File: config.mk
export PLATFORM = sky130hd
export DESIGN_NAME = cache_req_gen
export DESIGN_NICKNAME = d
export VERILOG_FILES = /design/src/rtl/cache_req_gen.sv
export SDC_FILE = /design/constraint.sdc
export NUM_CORES = 1
export LEC_CHECK = 0
export CORE_MARGIN = 2
export CORE_UTILIZATION = 60
export DETAILED_ROUTE_END_ITERATION = 7
export PLACE_DENSITY_LB_ADDON = 0.25
export SETUP_SLACK_MARGIN = 0.15
export SLEW_MARGIN = 40
export SYNTH_ARGS = -nofsm -noshare
export SYNTH_HDL_FRONTEND = slang
export SYNTH_SLANG_ARGS = --single-unit
File: constraint.sdc
create_clock -name clk -period 22.6 [get_ports clk]
set_input_delay 6.78 -clock clk [delete_from_list [all_inputs] [get_ports clk]]
set_output_delay 6.78 -clock clk [all_outputs]
set_load 0.02 [all_outputs]
File: src/rtl/cache_req_gen.sv
// rtl/cache_req_gen.sv - strided request sequencer with outstanding tracking and response tallies
module cache_req_gen #(
    parameter int ADDR_W = 32,
    parameter int CNT_W  = 16
) (
    input  logic              clk,
    input  logic              rst,
    input  logic              start,
    input  logic [ADDR_W-1:0] base_addr,
    input  logic [ADDR_W-1:0] stride,
    input  logic [CNT_W-1:0]  num_reqs,
    input  logic [CNT_W-1:0]  wrap_len,
    output logic              req_valid,
    output logic [ADDR_W-1:0] req_addr,
    input  logic              req_ready,
    input  logic              resp_valid,
    input  logic              resp_hit,
    output logic              busy,
    output logic              done,
    output logic [CNT_W-1:0]  issued_count,
    output logic [CNT_W-1:0]  resp_count,
    output logic [CNT_W-1:0]  hit_total,
    output logic              err
);
    typedef enum logic [1:0] {IDLE, ISSUE, DRAIN, DONE} state_t;

    localparam logic [CNT_W-1:0] ONE   = CNT_W'(1);
    localparam logic [CNT_W:0]   ONE_O = (CNT_W+1)'(1);

    state_t            state, state_nxt;
    logic [ADDR_W-1:0] base_q, stride_q, cur_addr;
    logic [CNT_W-1:0]  num_q, wrap_q, k;
    logic [CNT_W:0]    outstanding;
    logic              launch, hs, resp_ok, last_hs;

    assign launch  = start && (state == IDLE || state == DONE);
    assign hs      = (state == ISSUE) && req_ready;
    // A response with nothing outstanding is a protocol error and never counts.
    assign resp_ok = resp_valid && (outstanding != '0);
    assign last_hs = hs && (issued_count + ONE == num_q);

    always_ff @(posedge clk or posedge rst) begin
        if (rst) state <= IDLE;
        else     state <= state_nxt;
    end

    always_comb begin
        state_nxt = state;
        case (state)
            IDLE, DONE: if (start) state_nxt = (num_reqs == '0) ? DONE : ISSUE;
            ISSUE:      if (last_hs) state_nxt = DRAIN;
            DRAIN:      if (outstanding == '0 && resp_count == num_q) state_nxt = DONE;
            default:    state_nxt = IDLE;
        endcase
    end

    always_comb begin
        req_valid = (state == ISSUE);
        req_addr  = cur_addr;
        busy      = (state == ISSUE) || (state == DRAIN);
        done      = (state == DONE);
    end

    always_ff @(posedge clk or posedge rst) begin
        if (rst) begin
            base_q       <= '0;
            stride_q     <= '0;
            num_q        <= '0;
            wrap_q       <= '0;
            k            <= '0;
            cur_addr     <= '0;
            issued_count <= '0;
            resp_count   <= '0;
            hit_total    <= '0;
            err          <= 1'b0;
            outstanding  <= '0;
        end else begin
            if (launch) begin
                base_q       <= base_addr;
                stride_q     <= stride;
                num_q        <= num_reqs;
                wrap_q       <= wrap_len;
                k            <= '0;
                cur_addr     <= base_addr;
                issued_count <= '0;
                resp_count   <= '0;
                hit_total    <= '0;
                err          <= 1'b0;
            end else begin
                if (hs) begin
                    issued_count <= issued_count + ONE;
                    if (wrap_q != '0 && k + ONE == wrap_q) begin
                        k        <= '0;
                        cur_addr <= base_q;
                    end else begin
                        k        <= k + ONE;
                        cur_addr <= cur_addr + stride_q;
                    end
                end
                if (resp_valid) begin
                    if (!resp_ok) begin
                        err <= 1'b1;
                    end else if (state != IDLE) begin
                        resp_count <= resp_count + ONE;
                        if (resp_hit) hit_total <= hit_total + ONE;
                    end
                end
            end
            case ({hs, resp_ok})
                2'b10:   outstanding <= outstanding + ONE_O;
                2'b01:   outstanding <= outstanding - ONE_O;
                default: outstanding <= outstanding;
            endcase
        end
    end
endmodule

### Word-level counts from Yosys, hierarchy flattened

Index checks and enable logic that the tools add are counted.
Widths: inputs -> output; s select.

| storage, ports and cells | value |
|---|---|
| register bits | 212 |
| bits of input ports | 102 |
| logic and storage cells | 82 |

| operators by class | value |
|---|---|
| add/sub/neg operators | 7 |
| equality and inequality tests | 12 |
| mux-type cells | 26 |
| reduce and logical (&&, ||, !) cells | 25 |

Operators by type and width:

| operator | count |
|---|---|
| $mux 16 | 14 |
| $mux 32 | 3 |
| $add 16x1->16 const B | 4 |
| $eq 16x16->1 | 3 |
| $pmux 17 s2 | 1 |
| $add 32x32->32 | 1 |
| $add 17x1->17 const B | 1 |
| $logic_not 17->1 | 1 |
| $reduce_bool 17->1 | 1 |
| $sub 17x1->17 const B | 1 |
| $logic_not 16->1 | 1 |
| $reduce_bool 16->1 | 1 |
| $reduce_bool 2->1 | 7 |
| $mux 2 | 4 |
| $eq 2x2->1 const B | 3 |
| $logic_and 1x1->1 | 6 |
| $ne 2x2->1 const B | 3 |
| $pmux 2 s3 | 1 |
| $reduce_and 3->1 | 2 |
| $eq 2x1->1 const B | 2 |
| $reduce_and 4->1 | 1 |
| $mux 1 | 3 |
| $logic_not 2->1 | 1 |
| $logic_or 1x1->1 | 2 |
| 3 further kinds | 3 |

### Logic depth before layout (Yosys ltp)

Gate-level depths: netlist of run 1.

| depth | value |
|---|---|
| word-level depth | 6 |
| depth in mapped cells | 23 |
| mapped depth without buffers | 17 |

### Worst setup path after synthesis of run 1

OpenSTA, ideal clock, no wires.

| timing | value |
|---|---|
| kind | input-to-reg |
| start | in req_ready |
| end | reg outstanding[16] |
| library setup time | 0.127 ns |
| data arrival time | 10.992 ns |
| slack | 11.481 ns |
| stages | 21 |
| path buffers | 6 |
| cell sequence | and2_1 -> clkinv_1 -> clkbuf_1 -> clkbuf_1 -> ha_1 -> buf_2 -> clkbuf_1 -> clkbuf_1 -> clkbuf_1 -> xor2_1 -> ha_1 -> nand2b_1 -> o21ai_0 -> a22o_1 -> a31oi_1 -> o41ai_1 -> a221oi_1 -> or4b_1 -> a31oi_1 -> o21ai_1 -> xor2_1 |

| on the way | value |
|---|---|
| word-level cells in the longest chain between the ends | 3 |

RTL lines:

| element | RTL line | text |
|---|---|---|
| start, declared | 15 | `input logic req_ready,` |
| $logic_and 1x1->1 * | 37 | `assign hs = (state == ISSUE) && req_ready;` |
| $eq 2x1->1 or $eq 2x2->1 (tied branches) | 109 | `case ({hs, resp_ok})` |
| $pmux 17 s2 or $reduce_bool 2->1 (tied branches) | - |  |
| end signal, assigned | 110 | `2'b10: outstanding <= outstanding + ONE_O;` |
| end signal, assigned | 111 | `2'b01: outstanding <= outstanding - ONE_O;` |
| end signal, assigned | 112 | `default: outstanding <= outstanding;` |
| end, declared | 33 | `logic [CNT_W:0] outstanding;` |

Every way passes the cells marked *; elsewhere a longest branch is shown, timed or not.
A chain may end at the register's enable or synchronous reset.

### Final worst setup path of run 1

Ends and elaborated chain as after synthesis.

==> impl_results.rst, run 1 <==
.. list-table::
   :header-rows: 1

   * - Metric
     - Value
   * - Result of the run
     - complete, no violations
   * - Final setup TNS
     - 0 ns
   * - Vias per cell
     - a little under 6
   * - Number of gates resized after CTS
     - 0
   * - CTS H-tree depth
     - 1
   * - Critical path class
     - primary input to flop
   * - Buffers from clock root to sink, at most
     - 3
   * - Floorplan die area
     - approximately 22,000 µm²
   * - Worst Setup End Kind
     - flop
   * - Number of global-route vias before repair
     - around 11,000
   * - Remaining global-route overflow
     - 0
   * - Global-route wire length before repair
     - 54,100 µm
   * - Share of flip-flops with an asynchronous set or reset
     - 100%
   * - DIE WIDTH
     - 149 µm
   * - Placement-stage worst setup slack
     - between 10 and 15 ns
   * - Worst ir drop on vdd
     - 0.0000917 V
   * - Pin slew with the least headroom to its limit
     - just under 0.8 ns
   * - Area of the mapped netlist
     - approximately 13,000 µm²
   * - Largest net degree at the start of global routing
     - 175
   * - Overall Global Routing Usage
     - slightly below 30%
   * - Setup crit start kind
     - primary input
   * - Starting utilization of the core area
     - just over 60%
   * - Total of flip-flops plus latches after synthesis
     - approximately 210
   * - Number of top-level pins
     - 186
   * - Total length of routed wires
     - between 30,000 and 40,000 µm
   * - Clock-pin slew on the worst setup and hold paths
     - 0.06 ns
   * - Most used flip-flop cell after synthesis
     - sky130_fd_sc_hd__dfrtp_1
   * - Post-DRT Antenna Nets
     - 0
   * - Number of synthesized flops with an enable pin
     - 0
   * - Count of warnings emitted by yosys
     - 0
   * - Number of diodes added for antenna fixing
     - 0
   * - Number of setup buffers added after CTS
     - 0
   * - Remaining max-slew budget at the tightest pin
     - a little under half
   * - First drt pass iteration count
     - 5
   * - DRC errors left
     - 0
   * - Data arrival at the endpoint of the critical path
     - approximately 11 ns
   * - Largest fanout on the critical path
     - between 50 and 60
   * - Pins Over Slew Limit
     - 0
   * - Worst EP required
     - 22.99 ns
   * - HP Class
     - flop to flop
   * - Buffers added on ports
     - roughly 190
   * - Top-area cell type share of the netlist area
     - 42.3%
   * - CTS Buf Count
     - 24
   * - Half-perimeter wire length after detailed placement
     - ~22,000 µm
   * - Number of antenna violations at the first check in global routing
     - 0
   * - Number of rows created at floorplan
     - 52
   * - Mapped Cells
     - between 1,000 and 1,500
   * - Number of distinct library cells after synthesis
     - 81
   * - Worst-case setup margin in the final layout
     - around 12 ns
   * - Net count after synthesis
     - between 1,500 and 2,000
   * - Root Buffer
     - sky130_fd_sc_hd__clkbuf_16
   * - Clock tree from TritonCTS
     - yes
   * - Share of final-layout standard cells stronger than drive strength 1
     - around 4.3%
   * - Share of the clock period used by the worst path
     - between 40% and 50%
   * - Average cell area after synthesis
     - about 8.5 µm²
   * - Count of hold buffers inserted by post-cts repair
     - 0
   * - Final clock skew
     - roughly 0.016 ns
   * - Placer Congestion
     - roughly 0.93
   * - Drt initial violations
     - 596
   * - Unrepaired setup endpoints after global routing
     - no
   * - Die height
     - approximately 150 µm
   * - Number of filler cells placed in the layout
     - about 1,500
   * - Leak
     - around 0.007 µW
   * - Cells taking the most area after synthesis
     - sky130_fd_sc_hd__dfrtp_1, sky130_fd_sc_hd__nand2_1, sky130_fd_sc_hd__xor2_1
   * - Largest area contributor in the netlist
     - sky130_fd_sc_hd__dfrtp_1
   * - Layout overhead on the synthesized area
     - 22.0%
   * - Count of maximum capacitance violations
     - 0
   * - Overall power consumption
     - 2070 µW
   * - Count of endpoints failing hold in the final timing report
     - 0
   * - Core ar.
     - slightly above 20,000 µm²
   * - Clock sink total
     - roughly 210
   * - Min Tclk post-route
     - around 11 ns
   * - Average wire length per cell after detail routing
     - 17.0 µm
   * - Total via count after detailed routing
     - between 10,000 and 15,000
   * - Layout net count
     - 1,764
   * - Clk Latency, worst-skew pair
     - between 0.5 and 0.6 ns
   * - Sequential element share of the synthesized area
     - 42.3%
   * - Setup violations, final
     - 0
   * - Highest attainable clock frequency
     - 0.0938 GHz
   * - P per Cell Area
     - 135 nW/µm²
## worst paths after layout
| path | startpoint | endpoint | slack (ns) | cells past startpoint |
|---|---|---|---|---|
| worst max-delay path | req_ready | outstanding[16] | 11.94 | 16 |
| max in group asynchronous | rst | base_q[18] | 14.68 | 3 |
| worst max register to register | state[0] | outstanding[16] | 17.89 | 16 |
| worst min register to register | base_q[27] | base_q[27] | 0.47 | 2 |
| worst min-delay path | base_q[27] | base_q[27] | 0.47 | 2 |
| min in group asynchronous | rst | num_q[2] | 6.85 | 2 |
## routing by layer
layer	up-vias	wire, µm	GRT usage [%]
met3	71	2160	4.51
met1	5359	13800	40.1
met2	395	15400	49.6
li1	5341	-	-
met4	0	993	9.86
met5	-	0	0
## flip-flops by register name, summed over array words and instances, names as in the netlist, 16 cells and up
signal	count
req_addr	32
outstanding	17
num_q	16
issued_count	16
hit_total	16
stride_q	32
wrap_q	16
resp_count	16
base_q	32
k	16
## cell families after synthesis
kind of cell	count (synthesis)	synth area share (%)
flip-flops	212	42.3
AO/OA/AOI/OAI	296	14.8
multiplexers	18	1.45
buffers and inverters	96	3.30
AND/OR/NAND/NOR	668	23.7
XOR/XNOR	145	10.1
adder cells (fa/ha/maj)	43	4.35
## Yosys cell counts (all sizes together) (6+ instances only)
| cell | count |
|---|---|
| nand2 | 387 |
| dfrtp | 212 |
| nor2 | 109 |
| o21ai | 89 |
| xor2 | 84 |
| a21oi | 83 |
| xnor2 | 61 |
| clkbuf | 57 |
| ha | 42 |
| nand3 | 32 |
| a21o | 22 |
| and3 | 21 |
| nand4 | 21 |
| buf | 19 |
| inv | 19 |
| mux2i | 17 |
| nor2b | 15 |
| nor3 | 13 |
| nor4 | 12 |
| o31ai | 11 |
| or3 | 11 |
| and2 | 10 |
| and4 | 9 |
| nand2b | 9 |
| o21a | 9 |
| o221ai | 9 |
| o211ai | 7 |
| a211o | 6 |
| a211oi | 6 |
| a31oi | 6 |
## report_power, final
part	switching [µW]	total [µW]	leakage, µW	internal, µW
logic	562	1000	0.00390	441
clock network	155	394	0.000401	239
registers	152	669	0.00269	517
## layout by cell type (no fill, tap or decap), types with 5 or more instances in the layout
cell | Yosys | routed
sky130_fd_sc_hd__nand2_1 | 387 | 387
sky130_fd_sc_hd__nor4_1 | 11 | 11
sky130_fd_sc_hd__clkdlybuf4s50_1 | 0 | 185
sky130_fd_sc_hd__o21bai_1 | 5 | 5
sky130_fd_sc_hd__nor2b_1 | 15 | 14
sky130_fd_sc_hd__nor3_1 | 11 | 11
sky130_fd_sc_hd__xor2_1 | 84 | 84
sky130_fd_sc_hd__or3_1 | 10 | 10
sky130_fd_sc_hd__xnor2_1 | 61 | 61
sky130_fd_sc_hd__a211oi_1 | 6 | 6
sky130_fd_sc_hd__nand4_1 | 21 | 21
sky130_fd_sc_hd__nand3_1 | 30 | 30
sky130_fd_sc_hd__o221ai_1 | 9 | 9
sky130_fd_sc_hd__mux2i_1 | 17 | 17
sky130_fd_sc_hd__and4_1 | 9 | 8
sky130_fd_sc_hd__a22oi_1 | 5 | 5
sky130_fd_sc_hd__clkbuf_8 | 0 | 8
sky130_fd_sc_hd__nand3b_1 | 5 | 5
sky130_fd_sc_hd__dfrtp_1 | 212 | 212
sky130_fd_sc_hd__a211o_1 | 6 | 6
sky130_fd_sc_hd__a31oi_1 | 6 | 6
sky130_fd_sc_hd__nand2b_1 | 9 | 7
sky130_fd_sc_hd__and3_1 | 20 | 20
sky130_fd_sc_hd__clkbuf_1 | 56 | 5
sky130_fd_sc_hd__and2_1 | 9 | 9
sky130_fd_sc_hd__o21ai_1 | 6 | 6
sky130_fd_sc_hd__inv_1 | 18 | 17
sky130_fd_sc_hd__o31ai_1 | 10 | 10
sky130_fd_sc_hd__clkbuf_16 | 0 | 25
sky130_fd_sc_hd__o21a_1 | 9 | 9
sky130_fd_sc_hd__nor2_1 | 108 | 106
sky130_fd_sc_hd__a21o_1 | 22 | 22
sky130_fd_sc_hd__o21ai_0 | 83 | 83
sky130_fd_sc_hd__o22ai_1 | 5 | 5
sky130_fd_sc_hd__o211ai_1 | 7 | 7
sky130_fd_sc_hd__ha_1 | 42 | 42
sky130_fd_sc_hd__a21oi_1 | 83 | 83
## worst max-delay path, cell delays in order
cell	delay (ns)
sky130_fd_sc_hd__clkdlybuf4s50_1	0.40
sky130_fd_sc_hd__and2_1	0.14
sky130_fd_sc_hd__buf_4	0.24
sky130_fd_sc_hd__clkinv_1	0.11
sky130_fd_sc_hd__buf_4	0.47
sky130_fd_sc_hd__ha_1	0.78
sky130_fd_sc_hd__and2_1	0.38
sky130_fd_sc_hd__a41o_1	0.13
sky130_fd_sc_hd__a22o_2	0.14
sky130_fd_sc_hd__a31oi_1	0.09
sky130_fd_sc_hd__o41ai_1	0.29
sky130_fd_sc_hd__a221oi_1	0.12
sky130_fd_sc_hd__or4b_1	0.53
sky130_fd_sc_hd__a31oi_1	0.19
sky130_fd_sc_hd__o21ai_1	0.09
sky130_fd_sc_hd__xor2_1	0.14
## through the flow
step	util (%)	area, µm²	hold slack (ns)	instances
6_report	75.2	15300	0.468	1906
5_1_grt	75.2	15300	0.495	1906
4_1_cts	75.2	15300	0.471	1906
3_5_place_dp	71.2	14500	0.456	1863
3_3_place_gp	71.1	14500	0.451	1863
2_1_floorplan	-	12500	0.438	1478
## layout make-up
| type | count | area (µm²) | share of cell area, % |
|---|---|---|---|
| clock buffer | 38 | 754 | 4.93 |
| sequential | 212 | 5310 | 34.6 |
| clock inverter | 5 | 53.8 | 0.351 |
| multi-input combinational | 1170 | 6860 | 44.8 |
| timing repair buffer | 191 | 1920 | 12.5 |
| inverter | 20 | 87.6 | 0.572 |
| tap | 270 | 338 | 2.21 |
No activity file was read; power rests on OpenSTA's default activity.
==> run 2: changes to the inputs <==
--- a/config.mk
+++ b/config.mk
@@ -6,7 +6,7 @@
 export NUM_CORES = 1
 export LEC_CHECK = 0
 export CORE_MARGIN = 2
-export CORE_UTILIZATION = 60
+export CORE_UTILIZATION = 55
 export DETAILED_ROUTE_END_ITERATION = 7
 export PLACE_DENSITY_LB_ADDON = 0.25
 export SETUP_SLACK_MARGIN = 0.15
==> constraint.sdc (replaced) <==
create_clock -name clk -period 10.1 [get_ports clk]
set_input_delay 3.03 -clock clk [delete_from_list [all_inputs] [get_ports clk]]
set_output_delay 3.03 -clock clk [all_outputs]
set_load 0.02 [all_outputs]
==> run 2 against run 1 <==
Effect of this change:
- final area increased by 0.25%
- register-to-register slack got worse by 13 ns
- clock-buffer cell count decreased by 4
- non-clock buffer count increased by 1
- largest cell class unchanged
- wire length decreased by 0.34%
- combinational power increased by 120%
- power increased by 120%
- worst hold slack about the same
- sequential power increased by 120%
- first-iteration DRC count increased by 14%
- critical path depth increased by 3
==> impl_results.rst, run 2 (synthesis gave the netlist of run 1 again) <==
.. list-table::
   :header-rows: 1

   * - Metric
     - Value
   * - Result of the run
     - complete, no violations (unchanged)
   * - Met2 WL post-DR
     - 15,300 µm (was 15,400 µm)
   * - Number of placed cells counting well taps
     - 1,879 (was 1,863)
   * - Layout net count
     - 1,766 (was 1,764)
   * - Post-DRT Antenna Nets
     - 0 (unchanged)
   * - Setup violations, final
     - 0 (unchanged)
   * - Largest fanout on the critical path
     - 54 (was 53)
   * - Global-route wire length before repair
     - 54,500 µm (was 54,100 µm)
   * - Cell depth of the worst flop-to-flop path
     - 19 (was 16)
   * - DRC errors left
     - 0 (unchanged)
   * - Count of maximum capacitance violations
     - 0 (unchanged)
   * - Reg2reg end
     - outstanding[16] (unchanged)
   * - Number of diodes added for antenna fixing
     - 0 (unchanged)
   * - Final setup TNS
     - 0 ns (unchanged)
   * - Count of endpoints failing hold in the final timing report
     - 0 (unchanged)
   * - Vias per cell
     - 5.80 (was 5.86)
   * - Critical path class
     - primary input to flop (unchanged)
   * - Average wire length per cell after detail routing
     - 16.8 µm (was 17.0 µm)
   * - Layout overhead on the synthesized area
     - 22.3% (was 22.0%)
   * - Cell occurring most often along the worst timing path
     - sky130_fd_sc_hd__buf_4
   * - Min Tclk post-route
     - 6.97 ns
   * - Total length of routed wires
     - 32,300 µm (was 32,400 µm)
   * - Worst EP required
     - 10.50 ns (was 22.99 ns)
   * - P per Cell Area
     - 302 nW/µm² (was 135 nW/µm²)
   * - Number of gates resized after CTS
     - 0 (unchanged)
   * - Cell depth of the worst hold path
     - 2 (unchanged)
   * - Number of top-level pins
     - 186 (unchanged)
   * - Worst ir drop on vdd
     - 0.000216 V (was 0.0000917 V)
   * - Pin slew with the least headroom to its limit
     - 0.779 ns (was 0.784 ns)
   * - Clock-pin slew on the worst setup and hold paths
     - 0.06 ns (about the same)
   * - Number of rows created at floorplan
     - 55 (was 52)
   * - Number of setup buffers added after CTS
     - 0 (unchanged)
   * - Worst setup path startpoint
     - req_ready (unchanged)
   * - M1 wire length
     - 14,400 µm (was 13,800 µm)
   * - Buffers added on ports
     - 185 (unchanged)
   * - Worst Hold Launch
     - base_q[28] (was base_q[27])
   * - Critical Path, Cell by Cell
     - clkdlybuf4s50_1, and2_1, buf_4, clkinv_1, buf_4, ha_1, buf_4, xor2_1, ha_1, nand2b_1, o21ai_0, a22o_1, a31oi_1, o41ai_1, a221oi_1, or4b_1, a31oi_1, o21ai_1, xor2_1 (was clkdlybuf4s50_1, and2_1, buf_4, clkinv_1, buf_4, ha_1, and2_1, a41o_1, a22o_2, a31oi_1, o41ai_1, a221oi_1, or4b_1, a31oi_1, o21ai_1, xor2_1)
   * - Share of the clock period used by the worst path
     - between 60 and 70%
   * - Count of hold buffers inserted by post-cts repair
     - 0 (unchanged)
   * - Worst Setup End Kind
     - flop (unchanged)
   * - CTS H-tree depth
     - 1 (unchanged)
   * - Highest cell delay on the worst timing path
     - 0.53 ns (was 0.78 ns)
   * - Setup crit start kind
     - primary input (unchanged)
   * - Data arrival at the endpoint of the critical path
     - 7.37 ns (was 11.05 ns)
   * - Remaining max-slew budget at the tightest pin
     - 48.1% (was 47.8%)
   * - Share of final-layout standard cells stronger than drive strength 1
     - 4.58% (was 4.34%)
   * - Overall Global Routing Usage
     - 27.2% (was 29.7%)
   * - Highest attainable clock frequency
     - ~0.14 GHz
   * - Number of antenna violations at the first check in global routing
     - 0 (unchanged)
   * - Remaining global-route overflow
     - 0 (unchanged)
   * - Post-Layout Cell Count
     - 1,924 (was 1,906)
   * - Clock tree from TritonCTS
     - yes (unchanged)
   * - Half-perimeter wire length after detailed placement
     - 22,200 µm (was 22,100 µm)
   * - Placer Congestion
     - 0.930 (was 0.934)
   * - Most common cell after layout, fill and taps aside
     - sky130_fd_sc_hd__nand2_1 (unchanged)
   * - Clock sink total
     - 212 (unchanged)
   * - Critical path destination
     - outstanding[16] (unchanged)
   * - Root Buffer
     - sky130_fd_sc_hd__clkbuf_16 (unchanged)
   * - Met3 routed WL
     - 1890 µm (was 2160 µm)
   * - Total via count after detailed routing
     - 11,200 (about the same)
   * - Clk Latency, worst-skew pair
     - 0.52 ns (about the same)
   * - Starting utilization of the core area
     - 55.8% (was 61.6%)
   * - DIE WIDTH
     - 155 µm (was 149 µm)
   * - Buffers from clock root to sink, at most
     - 3 (unchanged)
   * - Worst reg2reg setup slack
     - 5.35 ns (was 17.89 ns)
   * - Largest net degree at the start of global routing
     - 175 (unchanged)
   * - Leak
     - 0.00700 µW (was 0.00699 µW)
   * - Die height
     - 155 µm (was 149 µm)
   * - Number of global-route vias before repair
     - 10,900 (was 11,000)
   * - Unrepaired setup endpoints after global routing
     - no (unchanged)
   * - Critical-path cell with the highest stage delay
     - sky130_fd_sc_hd__or4b_1 (was sky130_fd_sc_hd__ha_1)
   * - First drt pass iteration count
     - 5 (unchanged)
   * - Floorplan die area
     - 24,000 µm² (was 22,100 µm²)
   * - HP Class
     - flop to flop (unchanged)
   * - Pins Over Slew Limit
     - 0 (unchanged)
   * - Top library cells by usage in the layout, fill and taps aside
     - sky130_fd_sc_hd__nand2_1, sky130_fd_sc_hd__dfrtp_1, sky130_fd_sc_hd__clkdlybuf4s50_1, sky130_fd_sc_hd__nor2_1, sky130_fd_sc_hd__xor2_1 (unchanged)
   * - Drt initial violations
     - 682 (was 596)
   * - Crit Reg-Reg Startpoint
     - state[0] (unchanged)
   * - Top routing layer in use
     - met4 (unchanged)
   * - CTS Buf Count
     - 25 (was 24)
   * - Core ar.
     - 22,500 µm² (was 20,400 µm²)
   * - Final clock skew
     - 0.0169 ns (was 0.0157 ns)
==> run 2: cell count changes in the layout (fill, tap and decap cells not counted), sizes merged <==
cell	change
clkbuf	-4
clkinvlp	+3
buf	+1
bufinv	+1
clkinv	+1
inv	+1
==> run 2: through the flow <==
| step | hold slack, ns | power (µW) | setup slack [ns] | utilization, % | area (µm²) |
|---|---|---|---|---|---|
| CTS | 0.471 | 4640 | 3.16 | 68.2 | 15300 |
| global placement | 0.451 | 3660 | 2.70 | 64.5 | 14500 |
| global route | 0.490 | 4990 | 2.72 | 68.2 | 15300 |
| finish | 0.468 | 4630 | 3.13 | 68.2 | 15300 |
| detailed placement | 0.455 | 3710 | 2.64 | 64.5 | 14500 |
| floorplan | 0.438 | 3080 | 1.28 | - | 12500 |
==> run 2: final cells by class <==
| class | instances | area (µm²) |
|---|---|---|
| Multi-Input combinational cell | 1170 | 6850 |
| Inverter | 20 | 87.6 |
| Fill cell | 1798 | 7150 |
| Clock buffer | 34 | 709 |
| Sequential cell | 212 | 5310 |
| Timing Repair Buffer | 192 | 1920 |
| Tap cell | 285 | 357 |
| Clock inverter | 11 | 116 |
==> run 2: routing by layer <==
layer  vias up  track usage, %
met5         -               0
met4         0            7.23
met3        62            3.57
met2       384            45.3
met1      5368            37.7
li1       5348               -
==> run 2: how the worst min path moves through the flow <==
stage               slack (ns)          to
floorplan                 0.44  base_q[21]
global placement          0.45  base_q[28]
detailed placement        0.46  base_q[28]
CTS                       0.47  base_q[28]
global route              0.49   base_q[1]
finish                    0.47  base_q[28]
==> run 2: critical path, delay by kind of cell <==
kind,cells,cell delay [ns]
adder cells (fa/ha/maj),2,0.48
AND/OR/NAND/NOR,3,0.75
AO/OA/AOI/OAI,7,1.20
XOR/XNOR,2,0.33
buffers and inverters,5,1.55
==> run 2: power by group <==
part | internal (µW) | leakage [µW] | switching (µW)
Sequential | 1160 | 0.00269 | 338
Combinational | 985 | 0.00390 | 1250
Clock | 542 | 0.000402 | 354
Total | 2690 | 0.00700 | 1940
==> run 3: changes to the inputs <==
--- a/config.mk
+++ b/config.mk
@@ -6,7 +6,7 @@
 export NUM_CORES = 1
 export LEC_CHECK = 0
 export CORE_MARGIN = 2
-export CORE_UTILIZATION = 55
+export CORE_UTILIZATION = 50
 export DETAILED_ROUTE_END_ITERATION = 7
 export PLACE_DENSITY_LB_ADDON = 0.25
 export SETUP_SLACK_MARGIN = 0.15
==> constraint.sdc (replaced) <==
create_clock -name clk -period 6.4 [get_ports clk]
set_input_delay 1.92 -clock clk [delete_from_list [all_inputs] [get_ports clk]]
set_output_delay 1.92 -clock clk [all_outputs]
set_load 0.02 [all_outputs]
==> run 3 against run 2 <==
Effect of this change:
- first-iteration DRC count is 5.3% lower
- clock skew shrank 0.0083 ns
- clock power up 55%
- clock-buffer cell count decreased by 2
- critical path type unchanged
- via count is 1.8% lower
- die area grew 9.7%
- largest power group unchanged
- power up 57%
- critical path depth shrank 4
- wire length rose by 0.70%
==> impl_results.rst, run 3 (synthesis gave the netlist of run 1 again) <==
.. list-table::
   :header-rows: 1

   * - Metric
     - Value
   * - Result of the run
     - complete, no violations (unchanged)
   * - Die height
     - 162 µm (was 155 µm)
   * - Buffers from clock root to sink, at most
     - 3 (unchanged)
   * - Clock sink total
     - 212 (unchanged)
   * - Largest fanout on the critical path
     - 35 (was 54)
   * - Total via count after detailed routing
     - 11,000 (was 11,200)
   * - CTS H-tree depth
     - 1 (unchanged)
   * - Clock-pin slew on the worst setup and hold paths
     - 0.06 ns (about the same)
   * - Final clock skew
     - 0.00853 ns (was 0.0169 ns)
   * - Data arrival at the endpoint of the critical path
     - 5.26 ns (was 7.37 ns)
   * - Number of rows created at floorplan
     - 57 (was 55)
   * - Number of antenna violations at the first check in global routing
     - 0 (unchanged)
   * - Highest attainable clock frequency
     - 0.205 GHz
   * - Largest net degree at the start of global routing
     - 90 (was 175)
   * - Pins Over Slew Limit
     - 0 (unchanged)
   * - Min Tclk post-route
     - ~5 ns
   * - Buffers added on ports
     - 185 (unchanged)
   * - Floorplan die area
     - 26,400 µm² (was 24,000 µm²)
   * - Clock network fraction of total power
     - 19.1% (was 19.4%)
   * - DIE WIDTH
     - 162 µm (was 155 µm)
   * - Critical path class
     - primary input to flop (unchanged)
   * - DRC errors left
     - 0 (unchanged)
   * - Drt initial violations
     - 646 (was 682)
   * - Fraction of power consumed by combinational cells
     - 48.5% (was 48.3%)
   * - HP Class
     - flop to flop (unchanged)
   * - Count of hold buffers inserted by post-cts repair
     - 0 (unchanged)
   * - Number of setup buffers added after CTS
     - 0 (unchanged)
   * - Top library cells by usage in the layout, fill and taps aside
     - sky130_fd_sc_hd__nand2_1, sky130_fd_sc_hd__dfrtp_1, sky130_fd_sc_hd__clkdlybuf4s50_1, sky130_fd_sc_hd__nor2_1, sky130_fd_sc_hd__xor2_1 (unchanged)
   * - Number of diodes added for antenna fixing
     - 0 (unchanged)
   * - Setup crit start kind
     - primary input (unchanged)
   * - Half-perimeter wire length after detailed placement
     - 22,900 µm (was 22,200 µm)
   * - Placer Congestion
     - 0.889 (was 0.930)
   * - Core ar.
     - 24,500 µm² (was 22,500 µm²)
   * - Worst Setup End Kind
     - flop (unchanged)
   * - First drt pass iteration count
     - 5 (unchanged)
   * - Share of the clock period used by the worst path
     - 76.0%
   * - Share of total power in sequential cells
     - 32.4% (was 32.3%)
   * - Most common cell after layout, fill and taps aside
     - sky130_fd_sc_hd__nand2_1 (unchanged)
   * - P per Cell Area
     - 472 nW/µm² (was 302 nW/µm²)
   * - Reported net switching power
     - 3050 µW (was 1940 µW)
   * - CTS Buf Count
     - 24 (was 25)
   * - Cell depth of the worst hold path
     - 2 (unchanged)
   * - Share of final-layout standard cells stronger than drive strength 1
     - 4.76% (was 4.58%)
   * - Cell internal power dissipation
     - 4220 µW (was 2690 µW)
   * - Setup violations, final
     - 0 (unchanged)
   * - Post-DRT Antenna Nets
     - 0 (unchanged)
   * - Hold slack final
     - 0.468 ns (about the same)
   * - Number of top-level pins
     - 186 (unchanged)
   * - Remaining global-route overflow
     - 0 (unchanged)
   * - Sw Share
     - 41.9% (was 42.0%)
   * - Finished Core Util
     - 63.0% (was 68.2%)
   * - Number of global-route vias before repair
     - 10,500 (was 10,900)
   * - Clock tree from TritonCTS
     - yes (unchanged)
   * - Worst EP required
     - 6.80 ns (was 10.50 ns)
   * - Number of filler cells placed in the layout
     - 2,098 (was 1,798)
   * - Layout net count
     - 1,769 (was 1,766)
   * - Leak
     - 0.00701 µW (was 0.00700 µW)
   * - Count of maximum capacitance violations
     - 0 (unchanged)
   * - Clk Latency, worst-skew pair
     - 0.52 ns (about the same)
   * - Vias per cell
     - 5.58 (was 5.80)
   * - Starting utilization of the core area
     - 51.3% (was 55.8%)
   * - Global-route wire length before repair
     - 53,100 µm (was 54,500 µm)
   * - Remaining max-slew budget at the tightest pin
     - 53.3% (was 48.1%)
   * - Final setup TNS
     - 0 ns (unchanged)
   * - Cell depth of the worst flop-to-flop path
     - 16 (was 19)
   * - Worst ir drop on vdd
     - 0.000282 V (was 0.000216 V)
   * - Pin slew with the least headroom to its limit
     - 0.700 ns (was 0.779 ns)
   * - Unrepaired setup endpoints after global routing
     - no (unchanged)
   * - Overall Global Routing Usage
     - 24.5% (was 27.2%)
   * - Number of gates resized after CTS
     - 0 (unchanged)
   * - Average wire length per cell after detail routing
     - 16.5 µm (was 16.8 µm)
   * - Worst-case setup margin in the final layout
     - 1.53 ns (was 3.13 ns)
   * - Root Buffer
     - sky130_fd_sc_hd__clkbuf_16 (unchanged)
   * - Placement-stage worst setup slack
     - 1.02 ns (was 2.64 ns)
   * - Layout overhead on the synthesized area
     - 22.9% (was 22.3%)
   * - Total length of routed wires
     - 32,500 µm (was 32,300 µm)
   * - Count of endpoints failing hold in the final timing report
     - 0 (unchanged)
run 3: layer usage:
layer / vias up / GRT usage (%) / share of wire [%]
li1: 5369 / - / -
met1: 5252 / 34.6 / 46
met2: 304 / 40.6 / 47
met3: 39 / 2.93 / 5.4
met4: 0 / 5.83 / 1.6
met5: - / 0 / 0
run 3: power by group through the flow:
stage | sequential [µW] | clock [µW] | combinational, µW
finish | 2360 | 1390 | 3530
global route | 2420 | 1470 | 3950
CTS | 2360 | 1420 | 3530
detailed placement | 2370 | 0 | 3510
global placement | 2370 | 0 | 3450
floorplan | 2300 | 0 | 2560
run 3: final timing paths:
path	startpoint	end	slack, ns
worst max-delay path	req_ready	outstanding[16]	1.53
worst min-delay path	base_q[27]	base_q[27]	0.47
max in group asynchronous	rst	req_addr[23]	3.76
min in group asynchronous	rst	outstanding[13]	1.85
worst min register to register	base_q[27]	base_q[27]	0.47
worst max register to register	outstanding[8]	outstanding[16]	1.99
run 3: per-stage QoR:
| step | cell area [µm²] | instances | total power, µW |
|---|---|---|---|
| global route | 15400 | 1964 | 7850 |
| CTS | 15400 | 1964 | 7300 |
| floorplan | 12600 | 1478 | 4870 |
| finish | 15400 | 1964 | 7270 |
| detailed placement | 14600 | 1922 | 5880 |
| global placement | 14600 | 1921 | 5820 |
run 3: area by class of cell:
class	count	area [µm²]	area share, %
multi-input combinational	1170	6850	44.5
sequential	212	5310	34.4
timing repair buffer	196	1970	12.8
clock buffer	32	692	4.49
tap	324	405	2.63
clock inverter	10	109	0.706
inverter	20	78.8	0.511
run 3: critical path: stages:
cell                              delay [ns]
sky130_fd_sc_hd__clkdlybuf4s50_1        0.43
sky130_fd_sc_hd__and2_1                 0.17
sky130_fd_sc_hd__inv_2                  0.09
sky130_fd_sc_hd__ha_1                   0.19
sky130_fd_sc_hd__buf_4                  0.35
sky130_fd_sc_hd__and2_1                 0.37
sky130_fd_sc_hd__a41o_1                 0.15
sky130_fd_sc_hd__a22o_2                 0.15
sky130_fd_sc_hd__a31oi_1                0.08
sky130_fd_sc_hd__o41ai_1                0.29
sky130_fd_sc_hd__a221oi_1               0.12
sky130_fd_sc_hd__or4b_1                 0.53
sky130_fd_sc_hd__a31oi_1                0.19
sky130_fd_sc_hd__o21ai_1                0.09
sky130_fd_sc_hd__xor2_1                 0.14
